==> src/rtl/secded_pkg.sv <==
// Shared types and the Hamming(8,4)+overall-parity encode function.
// The function is the single source of truth for the codeword layout and is
// reused by the decoder bench as its reference model.
//   codeword bits: [3:0] data, [4] p0, [5] p1, [6] p2, [7] overall parity
package secded_pkg;

  typedef logic [3:0] nibble_t;
  typedef logic [7:0] codeword_t;

  typedef enum logic [1:0] {
    IDLE = 2'd0,
    LO   = 2'd1,
    HI   = 2'd2
  } tx_state_e;

  function automatic codeword_t hamming84_enc(input nibble_t d);
    codeword_t cw;
    cw[3:0] = d;
    cw[4]   = d[0] ^ d[1] ^ d[3];
    cw[5]   = d[0] ^ d[2] ^ d[3];
    cw[6]   = d[1] ^ d[2] ^ d[3];
    cw[7]   = ^cw[6:0];
    return cw;
  endfunction

endpackage

==> src/rtl/secded_nibble_enc.sv <==
// Combinational nibble -> Hamming(8,4)+parity codeword encoder.
// Ports:
//   nib_i  in  4  data nibble
//   cw_o   out 8  codeword (no injection applied here)
module secded_nibble_enc
  import secded_pkg::*;
(
  input  logic [3:0] nib_i,
  output logic [7:0] cw_o
);

  assign cw_o = hamming84_enc(nibble_t'(nib_i));

endmodule

==> src/rtl/secded_tx_encoder.sv <==
// Byte-to-codeword transmit stage. Each accepted byte is split into two
// nibbles (low first), each encoded into an 8-bit SECDED codeword, optionally
// XORed with a per-nibble injection mask latched with the byte.
// Ports:
//   clk, rst_n       clock (rising edge), async active-low reset
//   in_valid/ready   byte input handshake; in_ready is combinational in HI
//   byte_in          data byte, [3:0] sent first
//   inj_lo/hi_mask   XOR masks for the low/high codewords, sampled on accept
//   out_valid/ready  codeword output handshake
//   enc_data         registered codeword
//   out_hi           0 = low-nibble codeword, 1 = high-nibble codeword
//   cw_count         wrapping count of transferred codewords
//
// state | meaning
// IDLE  | nothing held, ready for a byte
// LO    | low-nibble codeword presented
// HI    | high-nibble codeword presented; may accept the next byte
module secded_tx_encoder
  import secded_pkg::*;
#(
  parameter int CNT_W  = 16,
  parameter bit INJ_EN = 1'b1
) (
  input  logic             clk,
  input  logic             rst_n,
  input  logic             in_valid,
  output logic             in_ready,
  input  logic [7:0]       byte_in,
  input  logic [7:0]       inj_lo_mask,
  input  logic [7:0]       inj_hi_mask,
  output logic             out_valid,
  input  logic             out_ready,
  output logic [7:0]       enc_data,
  output logic             out_hi,
  output logic [CNT_W-1:0] cw_count
);

  tx_state_e        state_q, state_d;
  logic [7:0]       byte_q, byte_d;
  logic [7:0]       hi_mask_q, hi_mask_d;
  logic [7:0]       enc_q, enc_d;
  logic             out_hi_q, out_hi_d;
  logic [CNT_W-1:0] cnt_q, cnt_d;

  logic [7:0] lo_mask_in, hi_mask_in;
  logic [3:0] nib_sel;
  logic [7:0] mask_sel;
  logic [7:0] cw;
  logic       accept;

  // With injection disabled the masks are tied off so the XOR folds away.
  generate
    if (INJ_EN) begin : g_inj
      assign lo_mask_in = inj_lo_mask;
      assign hi_mask_in = inj_hi_mask;
    end else begin : g_no_inj
      assign lo_mask_in = 8'h00;
      assign hi_mask_in = 8'h00;
    end
  endgenerate

  // Single encoder: in LO the held high nibble is next, otherwise the only
  // codeword that can be loaded is the low nibble of an incoming byte.
  assign nib_sel  = (state_q == LO) ? byte_q[7:4] : byte_in[3:0];
  assign mask_sel = (state_q == LO) ? hi_mask_q   : lo_mask_in;

  secded_nibble_enc u_enc (
    .nib_i (nib_sel),
    .cw_o  (cw)
  );

  always_comb begin
    state_d   = state_q;
    byte_d    = byte_q;
    hi_mask_d = hi_mask_q;
    enc_d     = enc_q;
    out_hi_d  = out_hi_q;
    in_ready  = 1'b0;
    out_valid = 1'b0;
    accept    = 1'b0;

    case (state_q)
      IDLE: begin
        in_ready = 1'b1;
        accept   = in_valid;
      end
      LO: begin
        out_valid = 1'b1;
        if (out_ready) begin
          enc_d    = cw ^ mask_sel;
          out_hi_d = 1'b1;
          state_d  = HI;
        end
      end
      HI: begin
        out_valid = 1'b1;
        in_ready  = out_ready;
        if (out_ready) begin
          accept  = in_valid;
          state_d = IDLE;
        end
      end
      default: state_d = IDLE;
    endcase

    if (accept) begin
      byte_d    = byte_in;
      hi_mask_d = hi_mask_in;
      enc_d     = cw ^ mask_sel;
      out_hi_d  = 1'b0;
      state_d   = LO;
    end

    cnt_d = cnt_q + CNT_W'(out_valid & out_ready);
  end

  always_ff @(posedge clk or negedge rst_n) begin
    if (!rst_n) begin
      state_q   <= IDLE;
      byte_q    <= 8'h00;
      hi_mask_q <= 8'h00;
      enc_q     <= 8'h00;
      out_hi_q  <= 1'b0;
      cnt_q     <= '0;
    end else begin
      state_q   <= state_d;
      byte_q    <= byte_d;
      hi_mask_q <= hi_mask_d;
      enc_q     <= enc_d;
      out_hi_q  <= out_hi_d;
      cnt_q     <= cnt_d;
    end
  end

  assign enc_data = enc_q;
  assign out_hi   = out_hi_q;
  assign cw_count = cnt_q;

endmodule

==> config.mk <==
export PLATFORM = sky130hd
export DESIGN_NAME = secded_tx_encoder
export DESIGN_NICKNAME = d
export VERILOG_FILES = /design/src/rtl/secded_pkg.sv /design/src/rtl/secded_nibble_enc.sv /design/src/rtl/secded_tx_encoder.sv
export SDC_FILE = /design/constraint.sdc
export NUM_CORES = 1
export LEC_CHECK = 0
export ABC_AREA = 0
export CELL_PAD_IN_SITES_DETAIL_PLACEMENT = 0
export CELL_PAD_IN_SITES_GLOBAL_PLACEMENT = 1
export CORE_UTILIZATION = 33
export DETAILED_ROUTE_END_ITERATION = 6
export PLACE_DENSITY_LB_ADDON = 0.25
export SYNTH_ARGS = -nofsm -noshare
export SYNTH_HDL_FRONTEND = slang
export SYNTH_SLANG_ARGS = --single-unit
==> constraint.sdc <==
create_clock -name clk -period 2 [get_ports clk]
set_input_delay 0.4 -clock clk [delete_from_list [all_inputs] [get_ports clk]]
set_output_delay 0.4 -clock clk [all_outputs]
set_load 0.02 [all_outputs]
# [After elaboration in Yosys (flattened, before gate mapping)]
# Cells that the tools add are included.
[totals] input_bits=28 reg_bits=43
[classes] bitwise_logic=8 eq_ne=5 reduce_logical=7 n_mux=16 n_addsub=1
[ops] op="$mux 8" count=4
[ops] op="$add 16x1->16" count=1
[ops] op="$xor 8x8->8" count=1
[ops] op="$reduce_xor 7->1" count=1
[ops] op="$mux 2" count=3
[ops] op="$ne 3x3->1 const B" count=2
[ops] op="$pmux 2 s3" count=1
[ops] op="$xor 1x1->1" count=6
[ops] op="$mux 1" count=5
[ops] op="$mux 4" count=1
[ops] op="$pmux 1 s2" count=2
[ops] op="$reduce_bool 2->1" count=2
[ops] op="$reduce_and 3->1" count=1
[ops] op="$eq 2x1->1 const B" count=1
[ops] op="$eq 2x2->1 const B" count=1
[ops] op="$logic_not 2->1" count=1
[ops] op="$ne 2x2->1 const B" count=1
[ops] op="$reduce_and 2->1" count=1
[ops] op="$reduce_or 2->1" count=1
[ops] op="$and 1x1->1" count=1

# [Logic depth before layout (Yosys ltp)]
# Gate-level depths: netlist (run 1).
[depth] depth_word=9 depth_mapped=9 mapped_depth_nobuf=9

# [Cells and area by module]
# From an unflattened synthesis (run 1), not the netlist that was laid out.
[hier_totals] cells_unflattened=161 area_unflattened_um2=2052.0
[modules_own_cells] module="secded_tx_encoder" cells_each=153 n_inst=1 area_per_inst_um2=1919.3
[modules_own_cells] module="secded_nibble_enc" cells_each=8 n_inst=1 area_per_inst_um2=132.6

# [Worst setup path before layout (run 1)]
# OpenSTA, ideal clock, no wires.
[synth_timing] kind="reg-to-reg" from="reg state_q[0]" to="reg cnt_q[10], in the netlist cw_count[10]" stages_incl_launch_ff=10 arrival_time_ps=2047 setup_slack_ps=-127 setup_time_ps=80 cell_sequence="dfrtp_1 > inv_1 > ha_1 > and2_1 > ha_1 > ha_1 > nand2_1 > nor3_2 > and3_1 > xor2_1"
[synth_via] elab_chain_len=5 elab_cells_between_ends=6 classes_between="add/sub: 1; eq/ne: 2; mux: 1; bitwise: 1; reduce/logical: 1"
[synth_rtl] item="from (decl)" line="secded_tx_encoder.sv:38" rtl="tx_state_e state_q, state_d;"
[synth_rtl] item="from (signal assigned)" line="secded_tx_encoder.sv:126" rtl="state_q <= state_d;"
[synth_rtl] item="$eq 2x1->1 or $eq 2x2->1 (tied branches)" line="secded_tx_encoder.sv:82" rtl="case (state_q)"
[synth_rtl] item="$reduce_or 2->1 (no line) *"
[synth_rtl] item="$mux 1 *" line="secded_tx_encoder.sv:82"
[synth_rtl] item="via out_valid" line="secded_tx_encoder.sv:31" rtl="output logic out_valid,"
[synth_rtl] item="$and 1x1->1 *" line="secded_tx_encoder.sv:114" rtl="cnt_d = cnt_q + CNT_W'(out_valid & out_ready);"
[synth_rtl] item="$add 16x1->16 *" line="secded_tx_encoder.sv:114"
[synth_rtl] item="via cnt_d[10]" line="secded_tx_encoder.sv:43" rtl="logic [CNT_W-1:0] cnt_q, cnt_d;"
[synth_rtl] item="to (signal assigned)" line="secded_tx_encoder.sv:131" rtl="cnt_q <= cnt_d;"
[synth_rtl] item="to (decl)" line="secded_tx_encoder.sv:43"
# Mark *: on every way through the listed nets, which the timed path passes. The rest lies on a longest branch.
# A chain may end at the register's enable or synchronous reset.

# [Worst setup path after layout (run 1)]
[layout_timing] from="reg state_q[1]" to="out in_ready"
[layout_via] elab_chain_len=2 elab_cells_between_ends=3 classes_between="eq/ne: 1; mux: 1; reduce/logical: 1"
[layout_rtl] item="$eq 2x2->1 or $logic_not 2->1 (tied branches)" line="secded_tx_encoder.sv:82"
[layout_rtl] item="$pmux 1 s2 *" line="secded_tx_encoder.sv:82"
[layout_rtl] item="to (decl)" line="secded_tx_encoder.sv:27" rtl="output logic in_ready,"
# Mark *: on every way between the ends. The rest lies on a longest branch, timed or not.

==> results.txt, run 1 <==
Clock Path Buffers - 2
Clock transition at the registers of the reported paths - 0.07 ns
Outcome - finished clean
Crit path launch type - register
Design area - 0.00285 mm2
Cell Rows - 27
Largest net degree at the start of global routing - 40
Routed Wire Length - 3970 um
RSZ-0062 raised after global routing - false
Top delay family on crit path - buffers and inverters
DP Wirelength - 3010 um
Peak Freq - 521 MHz
Number of antenna diodes - 0
Die area - 0.00637 mm2
Syn Area/Cell - 12.0 um2
Vias in the first global route - 1452
Synth warn - 0
Cell area power density - 1360 mW/mm2
Setup-failing EPs final - 0
Routed Antenna Nets - 0
Die H - 79.8 um
Maxcap violations - 0
Area delta synth->final - 42.8%
Period utilization - 95.9%
Initial antenna violation count - 0
Worst-margin pin slew - 0.495 ns
Slowest cell on the critical path - dfrtp_1
Arr. time, crit path - 1.52 ns
Critical-path cell list - buf_4 -> ha_2 -> a21o_1 -> dlygate4sd2_1
Root Buffer - clkbuf_8
Hold violation count in the final report - 0
DR WL/cell - 12.8 um
Via total after detailed routing - 1429
DR pass1 iterations - 4
First-pass GRT wire length - 6720 um
Most frequent cells in the layout - clkdlybuf4s50_1, dfrtp_1, xnor2_1
Vias/cell - 4.61
Syn Nets - 201
# port buffers - 54
Core footprint - 0.00568 mm2
CP Data Required Time - 1.60 ns
Pleak - 1.21 nW
Flop-to-flop setup slack - 0.08 ns
Syn Inst Count - 166
Die W - 79.8 um
Most common cell after layout, fill and taps aside - clkdlybuf4s50_1
Crit-path max FO - 6
Total I/O pin count - 55
Buf+Inv Stages, Crit Path - 2
Hold_buf cts - 0
Clk sinks - 39
Tmin final - 1.92 ns
Total power - 3.87 mW
Seq cells post-synth - 39
Ratio of cells with drive above 1 in the final layout - 21.8%
HP Class - in2async
Inserted Clock Buffers - 5
Filler cell count - 550
Worst setup EP type - output port
Gr usage total - 13.8%
Worst Path Class, Setup - reg2out
Slew HR - 67.0%
Overflow after GRT - 0
Clk Latency, worst-skew pair - 0.28 ns
Slowest stage delay, CP - 0.39 ns
Critical R2R Capture - cw_count[10]$_DFF_PN0_
DRC - 0
Gp weighted congestion - 0.703
Post-synthesis sequential area ratio - 48.9%
Worst hold slack - 0.167 ns
Mapped cell area - 0.00200 mm2
IR drop worst, VDD - 690 uV
NumNets Final - 272
Slew Limit Fails - 0
R2r worst-path depth - 9
Placed cell areas - 0.00276 mm2
Initial DRC count - 50
Starting Density - 35.2%
CTS tree - yes
Setup Skew - 0.00407 ns
Synth unique cells - 29
Critical R2R Launch - state_q[1]$_DFFE_PN0P_
CTS H-tree depth - 2
report_power, final:
| part | switching, mW | leakage (nW) | total (mW) | internal [mW] |
|---|---|---|---|---|
| Sequential | 0.258 | 0.480 | 1.35 | 1.09 |
| Clock | 0.255 | 0.0422 | 0.500 | 0.245 |
| Combinational | 0.888 | 0.687 | 2.02 | 1.13 |
registers in the layout (all words and copies together) (netlist names):
signal	flops
state_q	2
enc_data	8
cw_count	16
out_hi	1
byte_q	4
hi_mask_q	8
cells in the mapped netlist (all sizes together):
master   count  area share [%]
a21o         2            0.81
o211ai       1            0.38
and3         2            0.63
nor2         6             1.1
a21boi       1            0.56
a2bb2oi      1            0.44
and2         1            0.31
nand4        2            0.63
clkbuf       1            0.19
mux2i        6             3.0
xnor2       21             9.2
buf          2            0.63
o21ai        7             1.8
dfrtp       39              49
mux2        20              11
nor3         3             1.0
nand3        6             1.5
nand2       11             2.1
and4         1            0.44
xor2        17             7.5
ha           7             4.4
a221oi       1             1.3
nand2b       1            0.31
o22a         1            0.44
inv          4            0.75
a21oi        2            0.50
cell families (layout without fill, tap and decap cells):
| logic type | after synthesis | count (layout) | share of synthesized area (%) |
|---|---|---|---|
| fa+ha+maj | 7 | 7 | 4.39 |
| mux | 26 | 26 | 14.3 |
| flops | 39 | 39 | 48.9 |
| xor+xnor | 38 | 38 | 16.7 |
| buf+inv | 7 | 79 | 1.57 |
| compound gates | 16 | 16 | 6.20 |
| simple gates | 33 | 33 | 8.02 |
per-stage QoR:
| stage | setup slack, ns | setup TNS [ns] | std cells | utilization, % |
|---|---|---|---|---|
| finish | 0.0817 | 0 | 310 | 50.2 |
| global route | 0.00115 | 0 | 310 | 50.2 |
| CTS | 0.0103 | 0 | 310 | 50.0 |
| detailed placement | -0.182 | -1.08 | 302 | 48.6 |
| global placement | -0.148 | -0.825 | 302 | 48.6 |
| floorplan | 0.0113 | 0 | 166 | - |
timing repair:
action                                  4_1_cts  5_1_grt
endpoints found under the setup margin        1        5
setup buffers                                 0        0
hold endpoints to repair                      0        0
resized for setup                             1        3
routing by layer:
metal | global-route usage, % | up-vias | wire (um)
li1 | - | 713 | -
met1 | 18.0 | 685 | 1910
met2 | 22.4 | 27 | 1870
met3 | 2.06 | 4 | 133
met4 | 6.43 | 0 | 54
met5 | 0 | - | 0
final cells by class:
cell class / count / area [um2] / area share, %
clock buffers: 7 / 76.3 / 2.68
clock inverters: 1 / 5.00 / 0.176
inverters: 4 / 15.0 / 0.527
multi-input cells: 120 / 1030 / 36.1
flip-flops and latches: 39 / 977 / 34.3
well taps: 72 / 90.1 / 3.16
repair buffers: 67 / 659 / 23.1
how the worst max path moves through the flow:
stage / cells past startpoint / start / end
2_1_floorplan: 9 / state_q[1]$_DFFE_PN0P_ / cw_count[10]$_DFF_PN0_
3_3_place_gp: 8 / out_ready / cw_count[10]$_DFF_PN0_
3_5_place_dp: 8 / out_ready / cw_count[10]$_DFF_PN0_
4_1_cts: 4 / state_q[1]$_DFFE_PN0P_ / in_ready
5_1_grt: 9 / state_q[1]$_DFFE_PN0P_ / cw_count[10]$_DFF_PN0_
6_report: 4 / state_q[1]$_DFFE_PN0P_ / in_ready
Power figures use the tool's default switching activity.
==> inputs of run 2 (changes only) <==
CAP_MARGIN = 10   (was default)
CORE_UTILIZATION = 34   (was 33)
GPL_ROUTABILITY_DRIVEN = 1   (was default)
==> run 2 against run 1 <==
Effect of this change:
- non-clock buffer count fell by 1
- die area down 2.9%
- clock skew up 0.0073 ns
- global-route usage grew 0.34 points
- register-to-register slack gained 0.09 ns
- clock-buffer cell count decreased by 1
- critical path depth unchanged
- fmax is 0.70% lower
==> results.txt, run 2 (synthesis results as in run 1) <==
Worst-margin pin slew - 0.496 ns (+0.000827 ns)
DR pass1 iterations - 4 (unchanged)
Cell area power density - 1400 mW/mm2 (+3.3%)
Slew HR - 66.9% (about the same)
Most common cell after layout, fill and taps aside - clkdlybuf4s50_1
# port buffers - 54 (unchanged)
CP Data Required Time - 1.60 ns (about the same)
Crit path launch type - register
Clock transition at the registers of the reported paths - 0.08 ns (about the same)
Die W - 78.6 um (-1.4%)
Number of antenna diodes - 0 (unchanged)
Starting Density - 35.8% (+0.64 points)
DRC - 0 (unchanged)
Routed Antenna Nets - 0 (unchanged)
Arr. time, crit path - 1.53 ns (about the same)
Worst setup EP type - output port
Root Buffer - clkbuf_8
Period utilization - 96.6% (+0.68 points)
Most frequent cells in the layout - clkdlybuf4s50_1, dfrtp_1, xnor2_1
Routed Wire Length - 4040 um (+1.9%)
Slowest cell on the critical path - dfrtp_1
Gp weighted congestion - 0.745 (+6.0%)
Critical-path cell list - buf_4 -> ha_2 -> a21o_1 -> dlygate4sd2_1
Ratio of cells with drive above 1 in the final layout - 22.4% (+0.51 points)
Outcome - finished clean
Pleak - 1.21 nW (+0.21%)
Hold violation count in the final report - 0 (unchanged)
Total I/O pin count - 55 (unchanged)
First-pass GRT wire length - 6710 um (-0.21%)
Setup-failing EPs final - 0 (unchanged)
Core footprint - 0.00557 mm2 (-1.8%)
Post-CTS Setup Bufs - 0 (unchanged)
IR drop worst, VDD - 657 uV (-4.8%)
Cell Rows - 27 (unchanged)
DP Wirelength - 2930 um (-2.8%)
Inserted Clock Buffers - 5 (unchanged)
CTS tree - yes
Pre-CTS WS - -0.145 ns (+0.0370 ns)
Slew Limit Fails - 0 (unchanged)
Tmin final - 1.93 ns (+0.0135 ns)
Setup Skew - 0.0114 ns (+0.00730 ns)
Crit-path max FO - 6 (unchanged)
Clk Latency, worst-skew pair - 0.30 ns (+0.02 ns)
Largest net degree at the start of global routing - 40 (unchanged)
Initial DRC count - 56 (+12%)
Total power - 4.03 mW (+4.2%)
Post-route core utilization - 51.6% (+1.4 points)
Maxcap violations - 0 (unchanged)
Area delta synth->final - 44.0%
Initial antenna violation count - 0 (unchanged)
Worst Path Class, Setup - reg2out
RSZ-0062 raised after global routing - false
Die H - 78.6 um (-1.4%)
Vias/cell - 4.59 (-0.45%)
HP Class - in2async
Worst hold slack - 0.137 ns (-0.0296 ns)
Max FFs per register - 16 (unchanged)
Clk sinks - 39 (unchanged)
Die area - 0.00618 mm2 (-2.9%)
NumNets Final - 271 (-0.37%)
Buf+Inv Stages, Crit Path - 2 (unchanged)
Vias in the first global route - 1447 (-0.34%)
Gr usage total - 14.1% (+0.34 points)
Via total after detailed routing - 1418 (-0.77%)
Peak Freq - 518 MHz (-0.70%)
Clock Path Buffers - 2 (unchanged)
CTS H-tree depth - 2 (unchanged)
Min setup slack post-route - 0.0682 ns (-0.0135 ns)
Top delay family on crit path - buffers and inverters
Slowest stage delay, CP - 0.40 ns (about the same)
DR WL/cell - 13.1 um (+2.2%)
Overflow after GRT - 0 (unchanged)
[run 2: cell types whose count changed in the layout (fill, tap and decap cells not counted), sizes merged]
cell / change
buf: -1
bufinv: +1
clkbuf: -1
dlygate4sd2: +1
dlymetal6s2s: -1
[run 2: per-layer routing]
layer  GRT usage, %  routed length, um  up-vias
met2           21.7               1860       38
met3           3.60                234        7
met1           18.1               1860      669
met4           7.22                 81        0
met5              0                  0        -
li1               -                  -      704
[run 2: path summary, 6_finish.rpt]
kind / cells past startpoint / slack, ns / from / endpoint
worst min register to register: 1 / 0.48 / cw_count[15]$_DFF_PN0_ / cw_count[15]$_DFF_PN0_
max in group asynchronous: 2 / 1.49 / rst_n / state_q[0]$_DFFE_PN0P_
worst max register to register: 8 / 0.17 / state_q[1]$_DFFE_PN0P_ / cw_count[11]$_DFF_PN0_
worst min-delay path: 2 / 0.14 / rst_n / enc_data[0]$_DFFE_PN0P_
worst max-delay path: 4 / 0.07 / state_q[1]$_DFFE_PN0P_ / in_ready
min in group clk: 1 / 0.48 / cw_count[15]$_DFF_PN0_ / cw_count[15]$_DFF_PN0_
[run 2: area by class of cell]
class / count / area (um2)
Clock buffer: 6 / 82.6
Clock inverter: 2 / 35.0
Fill cell: 515 / 2700
Inverter: 4 / 15.0
Multi-Input combinational cell: 120 / 1030
Sequential cell: 39 / 977
Tap cell: 72 / 90.1
Timing Repair Buffer: 66 / 648
[run 2: stage by stage]
stage	setup TNS [ns]	area [um2]	instances
3_5_place_dp	-1.06	2750	301
3_3_place_gp	-0.774	2750	301
6_report	0	2880	309
2_1_floorplan	0	2030	166
5_1_grt	0	2880	309
4_1_cts	0	2870	309
[run 2: report_power, final]
| part | internal (mW) | switching [mW] | leakage (nW) |
|---|---|---|---|
| logic | 1.12 | 0.876 | 0.671 |
| clock network | 0.404 | 0.283 | 0.0612 |
| registers | 1.09 | 0.253 | 0.480 |
[run 2: what timing repair did]
item                       CTS  global route
hold buffers                 0             0
pin swaps                    0             1
resized for setup            3             1
setup endpoints to repair    2             4
